### src/rtl/keypad_emulator.sv
// rtl/keypad_emulator.sv - matrix keypad model answering column scans with timed key presses
//
// Emulates one key switch per press command: the contact closes for HOLD_CYCLES,
// then opens for RELEASE_CYCLES, after which the next command may be accepted.
// Optional feature macro: KEYPAD_BOUNCE_EN adds contact chatter at each edge.
//
// Ports:
//   clk        system clock
//   rst        asynchronous active-low reset
//   cols       column drive from the keypad controller (one-hot, active-high)
//   rows       row sense back to the controller (active-high, combinational from cols)
//   key_valid  press command valid
//   key_code   key index = row*cols_count + col
//   key_ready  command can be accepted (IDLE only)
//   busy       press or release in progress
//   press_done one-cycle pulse on the last release cycle
//   scan_seen  pressed column was driven while the contact was closed
module keypad_emulator #(
    parameter int cols_count     = 4,
    parameter int rows_count     = 4,
    parameter int HOLD_CYCLES    = 64,
    parameter int RELEASE_CYCLES = 64,
    parameter int BOUNCE_CYCLES  = 8
) (
    input  logic                  clk,
    input  logic                  rst,
    input  logic [cols_count-1:0] cols,
    output logic [rows_count-1:0] rows,
    input  logic                  key_valid,
    input  logic [3:0]            key_code,
    output logic                  key_ready,
    output logic                  busy,
    output logic                  press_done,
    output logic                  scan_seen
);

    localparam int HR_MAX  = (HOLD_CYCLES > RELEASE_CYCLES) ? HOLD_CYCLES : RELEASE_CYCLES;
    localparam int CNT_MAX = (HR_MAX > BOUNCE_CYCLES) ? HR_MAX : BOUNCE_CYCLES;
    localparam int CW      = $clog2(CNT_MAX + 1);

    localparam logic [CW-1:0] HOLD_LAST = CW'(HOLD_CYCLES - 1);
    localparam logic [CW-1:0] REL_LAST  = CW'(RELEASE_CYCLES - 1);
    // Second-to-last release count; unreachable when RELEASE_CYCLES == 1.
    localparam logic [CW-1:0] REL_PRE   = CW'(RELEASE_CYCLES - 2);
    localparam logic [4:0]    KEY_COUNT = 5'(rows_count * cols_count);
    localparam logic [4:0]    COLS_W    = 5'(cols_count);

    typedef enum logic [1:0] {
        S_IDLE    = 2'd0,
        S_PRESS   = 2'd1,
        S_RELEASE = 2'd2
    } state_t;

    state_t          state;
    logic [CW-1:0]   count;
    logic [3:0]      code_q;

    logic [4:0]      code_ext;
    logic [4:0]      lat_row;
    logic [4:0]      lat_col;
    logic            code_ok;
    logic            contact;
    logic            col_hit;
    logic            hit;

    assign code_ext = {1'b0, code_q};
    assign lat_row  = code_ext / COLS_W;
    assign lat_col  = code_ext % COLS_W;
    assign code_ok  = (code_ext < KEY_COUNT);

`ifdef KEYPAD_BOUNCE_EN
    localparam logic [CW-1:0] BOUNCE_N = CW'(BOUNCE_CYCLES);

    // Chatter: PRESS starts closed, RELEASE starts open, toggling each cycle.
    always_comb begin
        contact = 1'b0;
        if (state == S_PRESS)
            contact = (count < BOUNCE_N) ? ~count[0] : 1'b1;
        else if (state == S_RELEASE)
            contact = (count < BOUNCE_N) ? count[0] : 1'b0;
    end
`else
    always_comb begin
        contact = (state == S_PRESS);
    end
`endif

    // Only the latched column bit matters, so non-one-hot drive is tolerated.
    always_comb begin
        col_hit = 1'b0;
        for (int c = 0; c < cols_count; c++) begin
            if (lat_col == 5'(c))
                col_hit = cols[c];
        end
    end

    assign hit = contact && code_ok && col_hit;

    // Zero-cycle path from cols to rows, as a physical switch would behave.
    always_comb begin
        rows = '0;
        for (int r = 0; r < rows_count; r++) begin
            if (lat_row == 5'(r))
                rows[r] = hit;
        end
    end

    always_ff @(posedge clk or negedge rst) begin
        if (!rst) begin
            state      <= S_IDLE;
            count      <= '0;
            code_q     <= 4'd0;
            key_ready  <= 1'b1;
            busy       <= 1'b0;
            press_done <= 1'b0;
            scan_seen  <= 1'b0;
        end else begin
            case (state)
                S_IDLE: begin
                    press_done <= 1'b0;
                    if (key_valid) begin
                        state     <= S_PRESS;
                        code_q    <= key_code;
                        count     <= '0;
                        scan_seen <= 1'b0;
                        key_ready <= 1'b0;
                        busy      <= 1'b1;
                    end
                end
                S_PRESS: begin
                    scan_seen <= scan_seen | hit;
                    if (count == HOLD_LAST) begin
                        state      <= S_RELEASE;
                        count      <= '0;
                        press_done <= (RELEASE_CYCLES == 1);
                    end else begin
                        count <= count + CW'(1);
                    end
                end
                S_RELEASE: begin
                    scan_seen <= scan_seen | hit;
                    if (count == REL_LAST) begin
                        // Pulse has already been shown; return to IDLE after it.
                        state      <= S_IDLE;
                        count      <= '0;
                        press_done <= 1'b0;
                        key_ready  <= 1'b1;
                        busy       <= 1'b0;
                    end else begin
                        count      <= count + CW'(1);
                        press_done <= (count == REL_PRE);
                    end
                end
                default: begin
                    state     <= S_IDLE;
                    count     <= '0;
                    key_ready <= 1'b1;
                    busy      <= 1'b0;
                end
            endcase
        end
    end

endmodule

### config.mk
export PLATFORM = sky130hd
export DESIGN_NAME = keypad_emulator
export DESIGN_NICKNAME = d
export VERILOG_FILES = /design/src/rtl/keypad_emulator.sv
export SDC_FILE = /design/constraint.sdc
export NUM_CORES = 1
export LEC_CHECK = 0
export BUFFER_PORTS_ARGS = -buffer_cell sky130_fd_sc_hd__buf_2
export CORE_MARGIN = 2
export CORE_UTILIZATION = 47
export DETAILED_ROUTE_END_ITERATION = 12
export PLACE_DENSITY = 0.72
export SYNTH_ARGS = -nofsm -noshare
export SYNTH_HDL_FRONTEND = slang
export SYNTH_SLANG_ARGS = --single-unit
### constraint.sdc
create_clock -name clk -period 1.78 [get_ports clk]
set_clock_uncertainty 0.05 [all_clocks]
set_input_delay 0.267 -clock clk [delete_from_list [all_inputs] [get_ports clk]]
set_output_delay 0.267 -clock clk [all_outputs]
set_load 0.1 [all_outputs]
==> impl_metrics.tcl, run 1 <==
set metrics [dict create \
    root_buffer "clkbuf_4" \
    min_period_ps 1910 \
    setup_violations 4 \
    cp_top_family "flip-flops" \
    ys_seq_area_share_pct 45.0 \
    cp-end-kind "output pin" \
    clock_path_buffers 2 \
    numCtsBuffers 3 \
    slowest_stage "dfrtp_1" \
    finalNetCount 145 \
    outcome "finished, violations left" \
    slew_headroom_pct 67.6 \
    worstMarginPinSlew_ps 489 \
    die_h_um 48.9 \
    grt_overflow 0 \
    totalWireLength_um 1860 \
    clk-insertion-delay-late_ps 290 \
    max_freq_mhz 523 \
    path_class "flop to output pin" \
    coreArea_um2 1920 \
    final_cell_mix "dfrtp_1 (16), buf_2 (14), nand2_1 (11), buf_4 (11), o21ai_0 (9)" \
    crit_buf_inv 1 \
    via_count 774 \
    cts_tree "done" \
    dr.pass1.iters 4 \
    power_w 0.00209 \
    rows 16 \
    period_share_pct 108 \
    syn2layout_area_growth_pct 37.8 \
    initialDrtViolationCount 7 \
    max_stage_delay_ps 400 \
    grt_max_degree 18 \
    ant_nets 0 \
    crit_arrival_ps 1600 \
    register_area_um2 427 \
    antenna_found_initial 0 \
    antennaDiodeCount 0 \
    grt_use_total_pct 17.9 \
    initial_core_util_pct 49.3 \
    leakagePower_nw 0.630 \
    layout_commonest_cell "dfrtp_1" \
    critPathRequiredTime_ps 1460 \
    multi_input_area_um2 552 \
    grt_pass1_wl_um 3330 \
    route.detailed.drc 0 \
    clk_pin_slew_ps 100 \
    synth_area_per_cell_um2 10.1 \
    rsz0062_at_grt "yes" \
    violations "negative setup slack" \
    syn_area_um2 947 \
    dieArea_um2 2390 \
    viasPerCell 5.06 \
    cap_violations 0 \
    top_level_ports 19 \
    synth_warnings 0 \
    power.density_nw_per_um2 1600 \
    hp-class "input pin to flop" \
    fillers 156 \
    dp_slack_ps 34.5 \
    maxSlewViolCount 0 \
    peakVddDrop_v 0.00120 \
    place.gp.congestion 0.829 \
    cts.htree.levels 1 \
    io_buffers 18 \
    synth_fp_nets 112 \
    hold_viol_final 0 \
    final_util_pct 67.9 \
    startpoint_type "flop" \
    crit_chain "mux4_2 -> nand2_4 -> nor3b_4 -> buf_12" \
    path_max_fanout 4 \
    ys_types 30 \
    clock-sinks 17 \
    synth-seq-cells 17 \
    post-dp-hpwl_um 1480 \
    layout-drive-gt1-share_pct 40.5 \
    die_w_um 48.9 \
    routedWlPerCell_um 12.1 \
    setup_slack_ps -134 \
    first_global_vias 753 \
    syn_inst 94 \
]
[stage by stage]
| stage | setup TNS, ps | area, µm² | cells | hold slack [ps] |
|---|---|---|---|---|
| 2_1_floorplan | -468 | 1000 | 94 | -78.6 |
| 3_3_place_gp | 0 | 1240 | 148 | 160 |
| 3_5_place_dp | 0 | 1240 | 148 | 165 |
| 4_1_cts | -548 | 1300 | 153 | 138 |
| 5_1_grt | -734 | 1310 | 153 | 135 |
| 6_report | -467 | 1310 | 153 | 153 |
[report_power, final]
group	internal (W)	switching [W]
sequential	0.000518	0.000122
clock	0.0000836	0.000129
combinational	0.000485	0.000753
total	0.00109	0.00100
[worst reg2reg max path: cells and delay by family, from the launching register on]
kind                       cells  cell delay (ps)
muxes                          1              340
AOI/OAI and AO/OA              1              150
DFF                            1              450
adders and majority gates      1              220
and+or+nand+nor                1              310
buffers and inverters          1              110
[metal layers]
layer / vias to the layer above / GRT usage, % / share of wire, % / routed length (µm)
met2: 12 / 30.4 / 49 / 910
met3: 4 / 2.15 / 2.4 / 45
met1: 360 / 23.2 / 47 / 878
met5: - / 0 / 0 / 0
met4: 0 / 7.14 / 1.2 / 23
li1: 398 / - / - / -
[flip-flops by register name (all words and copies together) (netlist names)]
signal	cells
count	7
code_q	4
state	2
busy	1
key_ready	1
press_done	1
scan_seen	1
[path summary, 6_finish.rpt]
path                            slack [ps]  cells past startpoint                    end             startpoint
worst max-delay path                  -130                      4                rows[2]  code_q[0]$_DFFE_PN0P_
worst min-delay path                   150                      2  code_q[0]$_DFFE_PN0P_            key_code[0]
worst max register to register          50                      5   state[1]$_DFFE_PN0P_   state[0]$_DFFE_PN0P_
worst min register to register         470                      1  key_ready$_DFFE_PN1P_  key_ready$_DFFE_PN1P_
max in group asynchronous              990                      2  key_ready$_DFFE_PN1P_                    rst
min in group asynchronous              370                      2   count[0]$_DFFE_PN0P_                    rst
[cell usage after synthesis, drive strengths merged]
cell type	n	area share, %
a21oi	4	2.1
and4	1	0.92
nand4	1	1.3
inv	6	2.4
clkbuf	1	0.40
dfstp	1	2.8
mux4	1	2.4
a22oi	1	0.79
mux2	5	5.9
a22o	2	1.8
nand2	12	4.8
nor2	4	1.6
dfrtp	16	42
ha	7	9.2
mux2i	2	2.1
a21o	2	1.6
or3	1	0.66
or2	1	0.66
nand2b	2	1.3
nand3	2	1.1
nor3b	2	1.6
buf	1	0.53
nor2b	1	0.66
a311oi	1	0.92
a21boi	1	0.79
a211o	1	0.92
o21ai	9	4.8
o21a	1	0.79
a211oi	1	0.79
nor3	4	2.1
[final cells by class]
type / instances / share of cell area [%]
clock inverter: 1 / 0.384
timing repair buffer: 30 / 18.6
tap: 27 / 2.59
inverter: 6 / 1.73
multi-input combinational: 69 / 42.3
sequential: 17 / 32.7
clock buffer: 3 / 1.73
[repair_timing]
item | 4_1_cts | 5_1_grt
endpoints found under the hold margin | 16 | 0
gates resized for setup | 6 | 2
hold buffers | 1 | 0
endpoints found under the setup margin | 4 | 8
setup buffers | 0 | 0
pin swaps | 1 | 1
[kinds of logic (layout without fill, tap and decap cells)]
| logic type | count (synthesis) | after routing | synth area share, % |
|---|---|---|---|
| adders and majority gates | 7 | 7 | 9.25 |
| DFF | 17 | 17 | 45.0 |
| and+or+nand+nor | 31 | 31 | 16.6 |
| buffers and inverters | 8 | 40 | 3.30 |
| muxes | 8 | 8 | 10.4 |
| AOI/OAI and AO/OA | 23 | 23 | 15.3 |
(Power assumes the default switching activity.)
==> run 2, diff against run 1 <==
- clock period: 1.78 -> 1.75 ns (I/O delays scaled with it)
==> run 2 against run 1 <==
The flow still finishes with violations (negative setup slack); utilization grew 1.8 points; global-route usage up 0.19 points; largest power group unchanged; count of clock-buffer cells in the layout grew 1; critical endpoint unchanged; cell area rose by 2.7%; highest routed layer is now met3; register-to-register slack about the same.
==> impl_metrics.tcl, run 2 (synthesis results as in run 1) <==
set metrics [dict create \
    cts.htree.levels 1 \
    numCtsBuffers 3 \
    worstMarginPinSlew_ps 487 \
    grt_overflow 0 \
    initialDrtViolationCount 16 \
    hold_path_depth 2 \
    routedWlPerCell_um 13.5 \
    grt_max_degree 18 \
    setup_slack_ps -212 \
    route.detailed.drc 0 \
    clock-sinks 17 \
    hp-class "input pin to flop" \
    layout-drive-gt1-share_pct 43.3 \
    slew_headroom_pct 67.8 \
    cap_violations 0 \
    io_buffers 18 \
    viasPerCell 5.21 \
    place.gp.congestion 0.752 \
    antennaDiodeCount 0 \
    cts_tree "done" \
    post-dp-hpwl_um 1510 \
    placed_cell_area_um2 1230 \
    top_level_ports 19 \
    timing.hold.ws_ps 153 \
    cp-end-kind "output pin" \
    power_frac_clock_pct 9.2 \
    peakVddDrop_v 0.00119 \
    grt_util_met1_pct 21.7 \
    max_stage_delay_ps 410 \
    setup_violations 4 \
    outcome "finished, violations left" \
    fillers 165 \
    maxSlewViolCount 0 \
    power.density_nw_per_um2 1660 \
    rsz0062_at_grt "yes" \
    dr.pass1.iters 4 \
    min_period_ps 1960 \
    grt_pass1_wl_um 3320 \
    top_register "count" \
    rows 16 \
    gr-usage-met3_pct 3.68 \
    postLayoutCellArea_um2 1340 \
    crit_cells 5 \
    switching_share_pct 47.6 \
    period_share_pct 112 \
    path_max_fanout 4 \
    finalNetCount 146 \
    final_util_pct 69.7 \
    die_h_um 48.9 \
    violations "negative setup slack" \
    coreArea_um2 1920 \
    largest_reg_flops 7 \
    critPathRequiredTime_ps 1440 \
    clk_pin_slew_ps 100 \
    top_usage_layer "met2" \
    crit_chain "mux4_2 -> buf_6 -> nand2_8 -> nor3b_4 -> buf_12" \
    final_cells 154 \
    dieArea_um2 2390 \
    final_cell_mix "dfrtp_1 (15), buf_2 (14), nand2_1 (11), buf_4 (11), o21ai_0 (9)" \
    antenna_found_initial 0 \
    register_area_um2 428 \
    power.internal_w 0.00116 \
    combPwrFrac_pct 61.0 \
    power_frac_seq_pct 29.8 \
    clk-insertion-delay-late_ps 290 \
    root_buffer "clkbuf_4" \
    startpoint_type "flop" \
    syn2layout_area_growth_pct 41.5 \
    hold_viol_final 0 \
    slowest_stage "dfrtp_1" \
    cp_top_family "flip-flops" \
    crit_arrival_ps 1650 \
    layout_commonest_cell "dfrtp_1" \
    ant_nets 0 \
    dp.cells 146 \
    totalWireLength_um 2070 \
    die_w_um 48.9 \
    initial_core_util_pct 49.3 \
    grt_use_total_pct 18.0 \
    crit_buf_inv 2 \
    clock_path_buffers 2 \
    max_freq_mhz 510 \
    first_global_vias 796 \
    switchingPower_w 0.00106 \
    biggestRegsByFlops "count: 7 flops, code_q: 4 flops, state: 2 flops" \
    via_count 803 \
    path_class "flop to output pin" \
    rr_worst_depth 5 \
    leakagePower_nw 0.629 \
    multi_input_area_um2 576 \
    grtUsageMet2_pct 31.5 \
]
run 2: changes by cell type in the layout (fill, tap and decap cells not counted):
cell      change
dfrtp_2       +1
buf_6         +1
nor2b_4       +1
ha_1          -2
nand2_4       -1
dfrtp_1       -1
or3_1         -1
ha_2          +2
or3_4         +1
clkinv_2      -1
nand2_8       +1
nor2b_2       -1
clkbuf_1      +1
run 2: worst paths after layout:
check                                      start                    end  slack (ps)
setup / recovery           code_q[0]$_DFFE_PN0P_                rows[2]        -210
hold / removal                       key_code[0]  code_q[0]$_DFFE_PN0P_         150
setup reg to reg            state[1]$_DFFE_PN0P_   state[1]$_DFFE_PN0P_          50
hold reg to reg                 busy$_DFFE_PN0P_       busy$_DFFE_PN0P_         460
max in group asynchronous                    rst  key_ready$_DFFE_PN1P_         960
min in group asynchronous                    rst  code_q[3]$_DFFE_PN0P_         370
run 2: final cells by class:
cell class | count | area share [%]
tap | 27 | 2.52
inverter | 6 | 1.68
sequential | 17 | 31.9
clock buffer | 4 | 1.96
multi-input combinational | 69 | 43.0
timing repair buffer | 31 | 19.0
run 2: what timing repair did:
item                                    in CTS  in global routing
setup buffers                                0                  3
pin swaps                                    0                  2
endpoints found under the setup margin       5                 10
hold buffers                                 1                  0
resized for setup                            6                  8
gates cloned                                 0                  0
hold endpoints to repair                    16                  0
run 2: power groups by stage:
stage / clock network [W] / logic, W / registers [W]
after global placement: 0 / 0.00118 / 0.000661
final: 0.000204 / 0.00135 / 0.000661
after global routing: 0.000244 / 0.00145 / 0.000679
after floorplan: 0 / 0.000664 / 0.000888
after detailed placement: 0 / 0.00121 / 0.000670
after CTS: 0.000219 / 0.00125 / 0.000664
run 2: routing by layer:
layer	share of wire, %	vias up
met5	0	-
met4	0	0
met3	3.9	0
met2	55	19
met1	41	386
li1	-	398
run 2: metrics by stage:
step | total power, W | TNS, ps | setup WS, ps
6_report | 0.00222 | -725 | -212
5_1_grt | 0.00237 | -1010 | -291
4_1_cts | 0.00214 | -862 | -225
3_5_place_dp | 0.00188 | 0 | 4.06
3_3_place_gp | 0.00184 | 0 | 17.9
2_1_floorplan | 0.00155 | -544 | -212
run 2: worst register-to-register path: cells and delay by family, from the launching register on:
family | cells | cell delay, ps
AOI/OAI and AO/OA | 1 | 160
and+or+nand+nor | 1 | 340
muxes | 1 | 340
adders and majority gates | 1 | 200
buffers and inverters | 1 | 80
DFF | 1 | 420
==> run 3, diff against run 2 <==
- PLACE_DENSITY: 0.72 -> 0.7
- RECOVER_POWER: unset -> 25
==> run 3 against run 2 <==
The run still ends with negative setup slack left; combinational power increased by 3%; wire length increased by 4.6%; highest routed layer is now met4; cell area increased by 0.65%; worst hold slack improved by 1.8 ps; setup slack improved by 64 ps.
==> impl_metrics.tcl, run 3 (synthesis results as in run 1) <==
set metrics [dict create \
    outcome "finished, violations left" \
    violations "negative setup slack" \
    placed_cell_area_um2 1250 \
    clock-sinks 17 \
    top_level_ports 19 \
    antennaDiodeCount 0 \
    clk-insertion-delay-late_ps 290 \
    route.detailed.drc 0 \
    grt_use_total_pct 19.4 \
    critPathRequiredTime_ps 1440 \
    io_buffers 18 \
    slew_headroom_pct 38.0 \
    worstMarginPinSlew_ps 930 \
    layout_commonest_cell "dfrtp_1" \
    first_global_vias 840 \
    peakVddDrop_v 0.00139 \
    setup_slack_ps -147 \
    numCtsBuffers 3 \
    fillers 154 \
    postLayoutCellArea_um2 1350 \
    power.density_nw_per_um2 1680 \
    hold_viol_final 0 \
    largest_reg_flops 7 \
    register_area_um2 428 \
    multi_input_area_um2 581 \
    clk_pin_slew_ps 100 \
    initial_core_util_pct 49.3 \
    antenna_found_initial 0 \
    setup_violations 4 \
    cts.htree.levels 1 \
    post-dp-hpwl_um 1550 \
    biggestRegsByFlops "count: 7 flops, code_q: 4 flops, state: 2 flops" \
    die_h_um 48.9 \
    path_class "flop to output pin" \
    leakagePower_nw 0.640 \
    dieArea_um2 2390 \
    timing.hold.ws_ps 155 \
    initialDrtViolationCount 17 \
    rows 16 \
    period_share_pct 108 \
    cap_violations 0 \
    root_buffer "clkbuf_4" \
    routedWlPerCell_um 14.0 \
    hp-class "input pin to flop" \
    via_count 823 \
    path_max_fanout 4 \
    crit_arrival_ps 1580 \
    slowest_stage "dfrtp_1" \
    grt_max_degree 18 \
    totalWireLength_um 2170 \
    coreArea_um2 1920 \
    min_period_ps 1900 \
    startpoint_type "flop" \
    grt_overflow 0 \
    crit_buf_inv 1 \
    cp-end-kind "output pin" \
    place.gp.congestion 0.841 \
    final_cell_mix "dfrtp_1 (15), buf_2 (13), buf_4 (13)" \
    cts_tree "done" \
    finalNetCount 147 \
    die_w_um 48.9 \
    maxSlewViolCount 0 \
    clock_path_buffers 2 \
    crit_chain "mux4_2 -> nand2_4 -> nor3b_4 -> buf_12" \
    cp_top_family "flip-flops" \
    ant_nets 0 \
    max_stage_delay_ps 400 \
    max_freq_mhz 527 \
    dr.pass1.iters 4 \
    top_register "count" \
    rsz0062_at_grt "yes" \
    syn2layout_area_growth_pct 42.4 \
    layout-drive-gt1-share_pct 45.3 \
    grt_pass1_wl_um 3600 \
    viasPerCell 5.31 \
]
## run 3: timing repair
action / CTS / global route
setup endpoints to repair: 4 / 10
hold buffers: 1 / 0
gates resized for setup: 8 / 7
endpoints found under the hold margin: 16 / 0
pin swaps: 2 / 0
setup buffers: 1 / 1
## run 3: area by class of cell
type	count	share of cell area, %
timing repair buffer	32	19.0
clock buffer	3	1.67
sequential	17	31.7
tap	27	2.50
inverter	6	1.67
clock inverter	1	0.371
multi-input combinational	69	43.0
## run 3: report_power, final
part | internal, W | switching, W
logic | 0.000566 | 0.000821
clock network | 0.0000849 | 0.000129
registers | 0.000530 | 0.000131
## run 3: path summary, 6_finish.rpt
check	from	to	slack (ps)	depth (start not counted)
setup / recovery	code_q[0]$_DFFE_PN0P_	rows[2]	-150	4
hold / removal	key_code[0]	code_q[0]$_DFFE_PN0P_	150	2
setup reg to reg	state[1]$_DFFE_PN0P_	state[1]$_DFFE_PN0P_	60	6
hold reg to reg	key_ready$_DFFE_PN1P_	key_ready$_DFFE_PN1P_	470	1
max in group asynchronous	rst	state[0]$_DFFE_PN0P_	450	2
min in group asynchronous	rst	count[3]$_DFFE_PN0P_	560	2
## run 3: per-stage QoR
step           total power, W  setup slack [ps]  cells  util, %  TNS [ps]
2_1_floorplan         0.00155              -212     94        -      -544
3_3_place_gp          0.00188              28.4    148     64.9         0
3_5_place_dp          0.00192              17.9    148     64.9         0
4_1_cts               0.00219              -155    154     68.4      -547
5_1_grt               0.00242              -208    155     70.2      -792
6_report              0.00226              -147    155     70.2      -525
## run 3: routing by layer
layer	routed length [µm]	vias to the layer above	track usage (%)
li1	-	403	-
met1	932	396	25.1
met2	1110	18	32.9
met3	71	6	2.15
met4	57	0	8.57
met5	0	-	0
